===== src/rtl/cpu_controller.sv =====
// cpu_controller: Moore FSM sequencing fetch, decode and execute for the simple CPU datapath.
module cpu_controller (
    input  logic       clk,
    input  logic       reset,
    input  logic [2:0] opcode,
    input  logic [1:0] op,
    output logic [2:0] nsel,
    output logic [1:0] vsel,
    output logic       loada,
    output logic       loadb,
    output logic       loadc,
    output logic       loads,
    output logic       write,
    output logic       asel,
    output logic       bsel,
    output logic       load_ir,
    output logic       load_pc,
    output logic       reset_pc,
    output logic       load_addr,
    output logic       addr_sel,
    output logic [1:0] mem_cmd,
    output logic       halted
);
    typedef enum logic [4:0] {
        RST, IF1, IF2, UPC, DEC, WIMM, GETA, GETB, ALU, CMPS,
        WRD, ADDR, LADR, MRD1, MRD2, GETD, SVAL, MWR, HALT
    } state_t;
    localparam logic [1:0] NONE = 2'b00, READ = 2'b01, WRITE = 2'b10;
    state_t state, nxt;
    logic [4:0] code;
    logic       ld_st;
    assign code  = {opcode, op};
    assign ld_st = opcode == 3'b011 || opcode == 3'b100;
    always_ff @(posedge clk) state <= reset ? RST : nxt;
    always_comb begin
        nxt       = RST;
        nsel      = 3'b000;
        vsel      = 2'b00;
        loada     = 1'b0;
        loadb     = 1'b0;
        loadc     = 1'b0;
        loads     = 1'b0;
        write     = 1'b0;
        asel      = 1'b0;
        bsel      = 1'b0;
        load_ir   = 1'b0;
        load_pc   = 1'b0;
        reset_pc  = 1'b0;
        load_addr = 1'b0;
        addr_sel  = 1'b0;
        mem_cmd   = NONE;
        halted    = 1'b0;
        case (state)
            RST: begin
                reset_pc = 1'b1;
                load_pc  = 1'b1;
                nxt      = IF1;
            end
            IF1: begin
                addr_sel = 1'b1;
                mem_cmd  = READ;
                nxt      = IF2;
            end
            IF2: begin
                addr_sel = 1'b1;
                mem_cmd  = READ;
                load_ir  = 1'b1;
                nxt      = UPC;
            end
            UPC: begin
                load_pc = 1'b1;
                nxt     = DEC;
            end
            // unrecognised codes fall back to IF1 as a NOP
            DEC: nxt = code == 5'b11010 ? WIMM :
                       (code == 5'b11000 || code == 5'b10111) ? GETB :
                       (opcode == 3'b101 || code == 5'b01100 || code == 5'b10000) ? GETA :
                       opcode == 3'b111 ? HALT : IF1;
            WIMM: begin
                nsel  = 3'b001;
                vsel  = 2'b10;
                write = 1'b1;
                nxt   = IF1;
            end
            GETA: begin
                nsel  = 3'b001;
                loada = 1'b1;
                nxt   = ld_st ? ADDR : GETB;
            end
            GETB: begin
                nsel  = 3'b100;
                loadb = 1'b1;
                nxt   = code == 5'b10101 ? CMPS : ALU;
            end
            ALU: begin
                loadc = 1'b1;
                asel  = code == 5'b11000 || code == 5'b10111;
                nxt   = WRD;
            end
            CMPS: begin
                loads = 1'b1;
                nxt   = IF1;
            end
            WRD: begin
                nsel  = 3'b010;
                write = 1'b1;
                nxt   = IF1;
            end
            ADDR: begin
                bsel  = 1'b1;
                loadc = 1'b1;
                nxt   = LADR;
            end
            LADR: begin
                load_addr = 1'b1;
                nxt       = opcode == 3'b011 ? MRD1 : GETD;
            end
            MRD1: begin
                mem_cmd = READ;
                nxt     = MRD2;
            end
            MRD2: begin
                mem_cmd = READ;
                nsel    = 3'b010;
                vsel    = 2'b11;
                write   = 1'b1;
                nxt     = IF1;
            end
            GETD: begin
                nsel  = 3'b010;
                loadb = 1'b1;
                nxt   = SVAL;
            end
            SVAL: begin
                asel  = 1'b1;
                loadc = 1'b1;
                nxt   = MWR;
            end
            MWR: begin
                mem_cmd = WRITE;
                nxt     = IF1;
            end
            HALT: begin
                halted = 1'b1;
                nxt    = HALT;
            end
            default: nxt = RST;
        endcase
    end
endmodule


===== config.mk =====
export PLATFORM = sky130hd
export DESIGN_NAME = cpu_controller
export DESIGN_NICKNAME = d
export VERILOG_FILES = /design/src/rtl/cpu_controller.sv
export SDC_FILE = /design/constraint.sdc
export NUM_CORES = 1
export LEC_CHECK = 0
export ABC_AREA = 1
export CORE_MARGIN = 4
export CORE_UTILIZATION = 25
export CTS_CLUSTER_DIAMETER = 40
export DETAILED_ROUTE_END_ITERATION = 8
export PLACE_DENSITY = 0.5
export SYNTH_ARGS = -nofsm -noshare
export SYNTH_HDL_FRONTEND = slang
export SYNTH_SLANG_ARGS = --single-unit

===== constraint.sdc =====
create_clock -name clk -period 2.05 [get_ports clk]
set_input_delay 0.3075 -clock clk [delete_from_list [all_inputs] [get_ports clk]]
set_output_delay 0.3075 -clock clk [all_outputs]
set_load 0.02 [all_outputs]

==> key figures <==
Outcome
  – Outcome: complete, no violations

Critical path
  – Crit start category: flop
  – Cell depth of the worst setup path: 5
  – Crit. End Element: output pin
  – Crit-path leading delay family: buffers and inverters
  – Critical path peak fanout: 5
  – R2R depth: 7
  – Largest stage delay, worst path: 590 ps
  – Slowest CP cell: clkdlybuf4s50_1
  – Worst path cell trace: buf_4 > nor2_2 > nand3_1 > inv_1 > clkdlybuf4s50_1
  – Required time of the worst setup path: 1740 ps
  – Worst EP arrival: 1670 ps
  – Setup CP Type: flop to output pin
  – Worst path bufs/invs: 3

Synth
  – Synth Area in Compound Gates: 0.101
  – Post-synthesis cell area: 632 sq um
  – Flops & latches, synth: 5
  – Synthesized instance count: 125
  – Sequential area share after synthesis: 0.158
  – Syn Area/Cell: 5.05 sq um
  – Top cells by area, synth: nand2_1 (22%), dfxtp_1 (16%), nand3_1 (16%)
  – Main combinational cell family by area after synthesis: simple AND/OR/NAND/NOR gates
  – Post-synth cell types: 17
  – Adder-cell area share of the yosys netlist: 0
  – Synth Area in Simple Gates: 0.574
  – Portion of netlist area occupied by mux cells: 0
  – Top cell type's share of synthesized area: 0.220
  – Synth Area in XOR/XNOR: 0
  – Synth Warn #: 0
  – Post-synth top area cell: nand2_1
  – Mapped Nets: 132

Power and ir drop
  – Leak: 0.681 nW
  – Internal power: 0.000398 W
  – Sequential share of power: 0.184
  – Power share of the clock group: 0.152
  – Worst VDD drop: 0.000461 V
  – Pwr per Cell Area: 733 mW/mm^2
  – Combinational share of power: 0.665
  – Net Sw Frac: 0.476
  – Net Sw Power: 0.000361 W
  – Total power: 0.000759 W

Placed design
  – DP Area: 0.00101 sq mm
  – I/O Buffers: 26
  – Placed cell count: 191
  – Placer Congestion: 0.821
  – Final HPWL DP: 1850 um

Clock network
  – H-Tree Depth: 1
  – CTS Buf Count: 3
  – CTS Sinks: 5
  – Postcts setup bufs: 0
  – Hold-fix buffers, CTS: 0
  – Reg clk slew, reported paths: 40 ps
  – Clock Tree Root: clkbuf_4
  – CTS tree: done
  – Clk buf depth: 2
  – Worst-skew pair later-pin latency: 240 ps

Finish
  – Final core utilization: 0.450
  – Top reg by flops: state
  – Ant. Diodes: 0
  – Share of cells above drive strength 1: 0.186
  – Top Registers: state: 5 flops
  – Final std cell area, no fill: 0.00103 sq mm
  – Largest register FFs: 5
  – Area Overhead vs Synth: 63.8%
  – Post-route non-filler standard cell count: 195
  – Nets@finish: 175

Floorplanning
  – Die Width: 58.3 um
  – I/O Pins: 27
  – Die Span Y: 58.3 um
  – Total Die Area: 0.00340 sq mm
  – Initial Utilization: 0.275
  – Row count: 17
  – Core area: 0.00230 sq mm

Global route
  – Tot GR Track Use: 0.131
  – Initial antenna violation count: 0
  – GRT overflow: 0
  – First-pass GRT wire length: 3480 um
  – Largest net degree at the start of global routing: 7
  – Number of global-route vias before repair: 796

Flow run
  – MaxCap Viol Count: 0

Drt
  – DR WL/cell: 10.8 um
  – Detailed router's first-iteration violation count: 9
  – Via count: 890
  – Routed WL: 2100 um
  – DRC viols: 0
  – ANT nets after route: 0
  – Vias/cell: 4.56
  – Drt pass-1 iters: 4

STA
  – Worst slew margin: 0.817
  – Final Hold Viols: 0
  – Final period utilization: 0.963
  – Setup violators final: 0
  – Achievable clock frequency: 506 MHz
  – Final min period: 1980 ps
  – Worst Tran Pin Value: 272 ps
  – Final Max Slew Viols: 0
  – Final Hold Slack: 702 ps
  – RSZ-0062 raised after global routing: no
  – Worst Skew: 0.168 ps

Hold path
  – Hold Path Depth: 2
  – HP Class: input port to flop
[final timing paths]
kind | from | to | slack, ps
worst max register to register | state[2] | state[2] | 600
worst max-delay path | state[0] | load_ir | 70
worst min register to register | state[2] | state[2] | 760
worst min-delay path | reset | state[4] | 700
[Yosys cell counts (all sizes together)]
cell,number
nand2,37
nor2,23
inv,22
nand3,21
o21ai,6
dfxtp,5
a21oi,4
buf,2
nor3,2
a31oi,1
clkinv,1
o211ai,1
[layer usage]
metal  track usage  part of all wire
met3        0.0356             0.089
met4        0.0430             0.013
met2         0.219              0.47
met5             0                 0
met1         0.162              0.43
[power groups by stage]
| stage | Combinational (W) | Clock, W | Sequential (W) |
|---|---|---|---|
| CTS | 0.000512 | 0.000117 | 0.000140 |
| finish | 0.000504 | 0.000115 | 0.000139 |
| detailed placement | 0.000530 | 0 | 0.000139 |
| floorplan | 0.000316 | 0 | 0.000135 |
| global route | 0.000563 | 0.000127 | 0.000141 |
| global placement | 0.000529 | 0 | 0.000138 |
[per-stage QoR]
| step | setup WS (ps) | TNS [ps] |
|---|---|---|
| 5_1_grt | 5.96 | 0 |
| 3_3_place_gp | -91.9 | -91.9 |
| 6_report | 74.9 | 0 |
| 2_1_floorplan | 461 | 0 |
| 4_1_cts | 5.40 | 0 |
| 3_5_place_dp | -145 | -145 |
[cell type report]
type | count | area, sq um
fillers | 275 | 1260
well taps | 28 | 35.0
inverters | 23 | 86.3
multi-input cells | 95 | 429
repair buffers | 40 | 357
clock buffers | 4 | 26.3
flip-flops and latches | 5 | 101
[what timing repair did]
| item | 4_1_cts | 5_1_grt |
|---|---|---|
| pin swaps | 0 | 0 |
| endpoints found under the setup margin | 13 | 5 |
| resized for setup | 14 | 7 |
[cells by family after synthesis]
| family | after synthesis |
|---|---|
| AO/OA/AOI/OAI | 12 |
| buffers and inverters | 25 |
| flip-flops | 5 |
| AND/OR/NAND/NOR | 83 |
[worst register-to-register path, delay by kind of cell (launching register included)]
family	cells	cell delay (ps)
buffers and inverters	2	320
AND/OR/NAND/NOR	4	490
AO/OA/AOI/OAI	1	140
flip-flops	1	440
[layout by cell type, fill, tap and decap left out, types with 3 or more instances in the layout]
cell type         n
nor2_1           17
buf_4            14
nand2_1          37
nand3_1          20
clkdlybuf4s50_1  10
dlygate4sd2_1    11
o21ai_0           6
dfxtp_1           4
nor2_2            6
a21oi_1           4
dlymetal6s2s_1    4
inv_2             4
inv_1            18
clkbuf_4          3
(Power assumes the default switching activity.)
==> RTL change 1 (same flow settings) <==
Register the inputs `opcode` and `op` before use. The logic sees them one clock later.
--- a/src/rtl/cpu_controller.sv
+++ b/src/rtl/cpu_controller.sv
@@ -26,11 +26,20 @@
         WRD, ADDR, LADR, MRD1, MRD2, GETD, SVAL, MWR, HALT
     } state_t;
     localparam logic [1:0] NONE = 2'b00, READ = 2'b01, WRITE = 2'b10;
+
+    logic [2:0] opcode_q;
+    logic [1:0] op_q;
+
+    always_ff @(posedge clk) begin
+        opcode_q <= opcode;
+        op_q     <= op;
+    end
+
     state_t state, nxt;
     logic [4:0] code;
     logic       ld_st;
-    assign code  = {opcode, op};
-    assign ld_st = opcode == 3'b011 || opcode == 3'b100;
+    assign code  = {opcode_q, op_q};
+    assign ld_st = opcode_q == 3'b011 || opcode_q == 3'b100;
     always_ff @(posedge clk) state <= reset ? RST : nxt;
     always_comb begin
         nxt       = RST;
@@ -74,8 +83,8 @@
             // unrecognised codes fall back to IF1 as a NOP
             DEC: nxt = code == 5'b11010 ? WIMM :
                        (code == 5'b11000 || code == 5'b10111) ? GETB :
-                       (opcode == 3'b101 || code == 5'b01100 || code == 5'b10000) ? GETA :
-                       opcode == 3'b111 ? HALT : IF1;
+                       (opcode_q == 3'b101 || code == 5'b01100 || code == 5'b10000) ? GETA :
+                       opcode_q == 3'b111 ? HALT : IF1;
             WIMM: begin
                 nsel  = 3'b001;
                 vsel  = 2'b10;
@@ -113,7 +122,7 @@
             end
             LADR: begin
                 load_addr = 1'b1;
-                nxt       = opcode == 3'b011 ? MRD1 : GETD;
+                nxt       = opcode_q == 3'b011 ? MRD1 : GETD;
             end
             MRD1: begin
                 mem_cmd = READ;
Formal check against the unedited RTL: not equivalent (Yosys sat finds a counterexample within 10 cycles, from zero or initial values and one cycle with reset high).
==> RTL change 1 against the unedited design <==
- area after synthesis is 21% higher
- critical endpoint unchanged
- count of clock-buffer cells in the layout is 1 lower
- total power is 18% higher
- wire length is 8.2% higher
- critical path type unchanged
- cell area is 8.1% higher
- setup slack better by 7.5 ps
- sequential cell count is 5 higher
- via count is 3.3% higher
==> RTL change 1: results (changes against the unedited design) <==
* Weighted congestion at the end of routability-driven global placement at 0.8304 (+1.1%)
* End of the worst hold path: opcode_q[0]
* First DRT Iteration DRCs at 19 (+10)
* Compound-gate portion of the synthesized area at 0.08333 (-0.01766)
* Largest regs: state x5, opcode_q x3, op_q x2
* Area contributors post-synth: dfxtp_1 (26%), nand2_1 (17%), nand3_1 (12%)
* Worst hold stages at 1 (-1)
* Post-synthesis sequential area ratio at 0.2614 (+0.1030)
* P_leak at 0.7007 nW (+3.0%)
* Netlist cell types at 18 (+1)
* Worst slew margin at 0.8097 (-0.006820)
* Hold path start: opcode[0]
* Outcome: finished clean
* CTS resizes at 18 (+4)
* Crit path max fanout at 8 (+3)
* Number of global-route vias before repair at 865 (+8.7%)
* # nets final at 172 (-1.7%)
* WL/cell at 11.70 µm (+8.8%)
* Met3 GRT Util at 0.02842 (-0.007216)
* R2R Setup Slk at 700 ps (+100 ps)
* Met2 GRT Util at 0.2047 (-0.01381)
* Reg clk slew, reported paths at 60 ps (+20 ps)
* Final Skew at 3.071 ps (+2.903 ps)
* Later-pin clock latency in the skew report at 270 ps (+30 ps)
* Mapped Nets at 137 (+3.8%)
* Gr usage total at 0.1178 (-0.01362)
## RTL change 1: cell types whose count changed in the layout (fill, tap and decap cells not counted), sizes merged
| cell | unedited run | this run |
|---|---|---|
| buf | 14 | 6 |
| dfxtp | 5 | 10 |
| clkbuf | 5 | 3 |
| dlygate4sd2 | 11 | 13 |
| clkdlybuf4s50 | 10 | 9 |
| clkinv | 1 | 0 |
| nor2 | 23 | 24 |
## RTL change 1: critical path, stage by stage (launching register included)
cell             delay (ps)
dfxtp_2                 370
nor2_2                  210
nand3_1                 150
inv_1                    70
clkdlybuf4s50_1         590
## RTL change 1: power breakdown
part           total (mW)  internal [mW]  switching (mW)
sequential          0.254          0.220          0.0343
combinational       0.507          0.192           0.314
clock               0.132         0.0677          0.0639
## RTL change 1: worst max-delay path by stage
stage / from / to / slack (ps)
3_5_place_dp: state[2] / load_pc / 120
2_1_floorplan: state[1] / asel / 400
6_report: state[2] / load_ir / 80
3_3_place_gp: state[3] / asel / 140
5_1_grt: state[2] / load_ir / 7
4_1_cts: state[1] / loada / 20
## RTL change 1: layout make-up
cell class,count,area (µm²)
tap,31,38.79
multi-input combinational,96,467.9
clock buffer,3,22.52
sequential,10,205.2
timing repair buffer,32,299.0
inverter,22,85.08
fill,309,1734
## RTL change 1: layer usage
layer | up-vias | share of wire
met5 | - | 0
met4 | 0 | 0.037
met3 | 9 | 0.064
met2 | 30 | 0.47
met1 | 403 | 0.42
li1 | 477 | -
## RTL change 1: metrics by stage
step	worst slack, ps	area [µm²]
2_1_floorplan	399.1	765.7
3_3_place_gp	139.6	1095
3_5_place_dp	123.7	1095
4_1_cts	17.76	1109
5_1_grt	7.127	1119
6_report	82.37	1119
## RTL change 1: logic make-up after synthesis
family                 count (synthesis)
DFF                                   10
AOI/OAI and AO/OA                     12
buffers and inverters                 24
and+or+nand+nor                       84
==> RTL change 2 (same settings) <==
Made on the original files. Put a register stage on the output `loadc`, without a reset. The value now appears one clock later. The other outputs are not delayed to match.
--- a/src/rtl/cpu_controller.sv
+++ b/src/rtl/cpu_controller.sv
@@ -26,6 +26,8 @@
         WRD, ADDR, LADR, MRD1, MRD2, GETD, SVAL, MWR, HALT
     } state_t;
     localparam logic [1:0] NONE = 2'b00, READ = 2'b01, WRITE = 2'b10;
+
+    logic loadc_d;
     state_t state, nxt;
     logic [4:0] code;
     logic       ld_st;
@@ -38,7 +40,7 @@
         vsel      = 2'b00;
         loada     = 1'b0;
         loadb     = 1'b0;
-        loadc     = 1'b0;
+        loadc_d   = 1'b0;
         loads     = 1'b0;
         write     = 1'b0;
         asel      = 1'b0;
@@ -93,7 +95,7 @@
                 nxt   = code == 5'b10101 ? CMPS : ALU;
             end
             ALU: begin
-                loadc = 1'b1;
+                loadc_d = 1'b1;
                 asel  = code == 5'b11000 || code == 5'b10111;
                 nxt   = WRD;
             end
@@ -108,7 +110,7 @@
             end
             ADDR: begin
                 bsel  = 1'b1;
-                loadc = 1'b1;
+                loadc_d = 1'b1;
                 nxt   = LADR;
             end
             LADR: begin
@@ -133,7 +135,7 @@
             end
             SVAL: begin
                 asel  = 1'b1;
-                loadc = 1'b1;
+                loadc_d = 1'b1;
                 nxt   = MWR;
             end
             MWR: begin
@@ -147,5 +149,9 @@
             default: nxt = RST;
         endcase
     end
+    always_ff @(posedge clk) begin
+        loadc <= loadc_d;
+    end
+
 endmodule
 
Behaviour: not the same (a bounded check fails within 10 cycles, from zero or initial values and one cycle with reset high).
==> RTL change 2 against the unedited design <==
- global-route usage increased by 0.22 points
- cell area up 1.8%
- non-clock buffer count down 3
- worst hold slack worse by 3.1 ps
- first-iteration DRC count up 67%
- area after synthesis increased by 6.5%
- total power shrank 4.9%
- wire length rose by 3.7%
- fmax increased by 1.1%
- sequential cell count rose by 1
- combinational power fell by 13%
- sequential share of layout area is 2.0 points higher
- setup slack better by 21 ps
- via count is 2.9% higher
- largest power group unchanged
==> RTL change 2: results (changes against the unedited design) <==
* Weighted congestion at the end of routability-driven global placement at 0.8013 (-2.4%)
* Area contributors post-synth: dfxtp_1 (18%), nand2_1 (18%), nand3_1 (16%)
* Met1 GRT Util at 0.1542 (-0.008027)
* Worst slew margin at 0.8198 (+0.003194)
* Met3 GRT Util at 0.04320 (+0.007562)
* Mapped Avg Cell Area at 5.139 µm² (+1.7%)
* Most frequent cells after synthesis: nand2_1 (32), inv_1 (24), nand3_1 (22), nor2_1 (22)
* Pin count of the biggest net entering global routing at 9 (+2)
* Mapped Nets at 138 (+4.5%)
* Post-Place Cells at 196 (+2.6%)
* # nets final at 178 (+1.7%)
* Post-DP HPWL at 1.920 mm (+4.0%)
* Final Skew at 0.3528 ps (+0.1848 ps)
* Clk buf depth at 2 (unchanged)
* Share of layout cells above drive strength 1 at 0.1834 (-0.002197)
* Total number of vias at 916 (+2.9%)
* Crit path max fanout at 6 (+1)
* Met2 GRT Util at 0.2423 (+0.02378)
* Largest regs: state x5, loadc x1
* Worst slack, placed at -186.9 ps (-42.20 ps)
* Placed inst area at 1035 µm² (+2.1%)
* Netlist cell types at 14 (-3)
* Slowest cell delay on critical path at 620 ps (+30 ps)
* P_leak at 0.7045 nW (+3.5%)
* Number of global-route vias before repair at 864 (+8.5%)
* Post-CTS setup buffer count at 0 (unchanged)
* Post-synthesis sequential area ratio at 0.1784 (+0.02002)
* First-pass GRT wire length at 3.670 mm (+5.3%)
* Outcome: finished clean
* Peak VDD IR at 0.3980 mV (-14%)
* Slowest cell on crit path: clkdlybuf4s50_1
* Gr usage total at 0.1336 (+0.002175)
* WL/cell at 10.93 µm (+1.6%)
* Vias per inst at 4.603 (+0.85%)
* First DRT Iteration DRCs at 15 (+6)
[RTL change 2: final cells by class]
cell class                      instances  area, µm²
Fill cell                             300       1469
Multi-Input combinational cell         97      436.7
Timing Repair Buffer                   37      335.3
Sequential cell                         6      123.9
Inverter                               26      97.59
Tap cell                               30      37.54
Clock buffer                            3      22.52
[RTL change 2: final timing paths]
check	cells after the start	slack, ps	from	end
worst max-delay path	4	100	state[4]	vsel[0]
worst max register to register	10	680	state[2]	state[0]
worst min register to register	3	730	state[2]	state[2]
worst min-delay path	2	700	reset	state[3]
[RTL change 2: logic make-up (layout without fill, tap and decap cells)]
kind of cell / Yosys count / in the layout / share of synthesized area
simple gates: 88 / 88 / 0.5818
buf+inv: 28 / 66 / 0.1729
compound gates: 9 / 9 / 0.06691
flops: 6 / 6 / 0.1784
[RTL change 2: routing by layer]
layer	vias to the layer above	wire [µm]
met5	-	0
met4	0	0
met3	0	163
met2	35	1114
met1	396	896
li1	485	-
[RTL change 2: what timing repair did]
item / 4_1_cts / 5_1_grt
gates resized for setup: 14 / 7
cloned: 0 / 0
hold buffers: 0 / 0
setup endpoints to repair: 13 / 5
[RTL change 2: power breakdown]
part | total (mW) | switching [mW] | internal [mW] | leakage [nW]
combinational | 0.441 | 0.261 | 0.179 | 0.641
sequential | 0.175 | 0.0374 | 0.137 | 0.0500
clock | 0.106 | 0.0402 | 0.0661 | 0.0138
total | 0.721 | 0.339 | 0.383 | 0.705
[RTL change 2: worst reg2reg max path, cell delays in order, from the launching register on]
cell and delay, ps:
dfxtp_1 380, inv_1 130, nand2_1 100, buf_4 110, inv_1 40, nand2_1 80
nand3_1 70, nor2_1 140, nand2_1 80, nor2_1 90, nor2_1 40
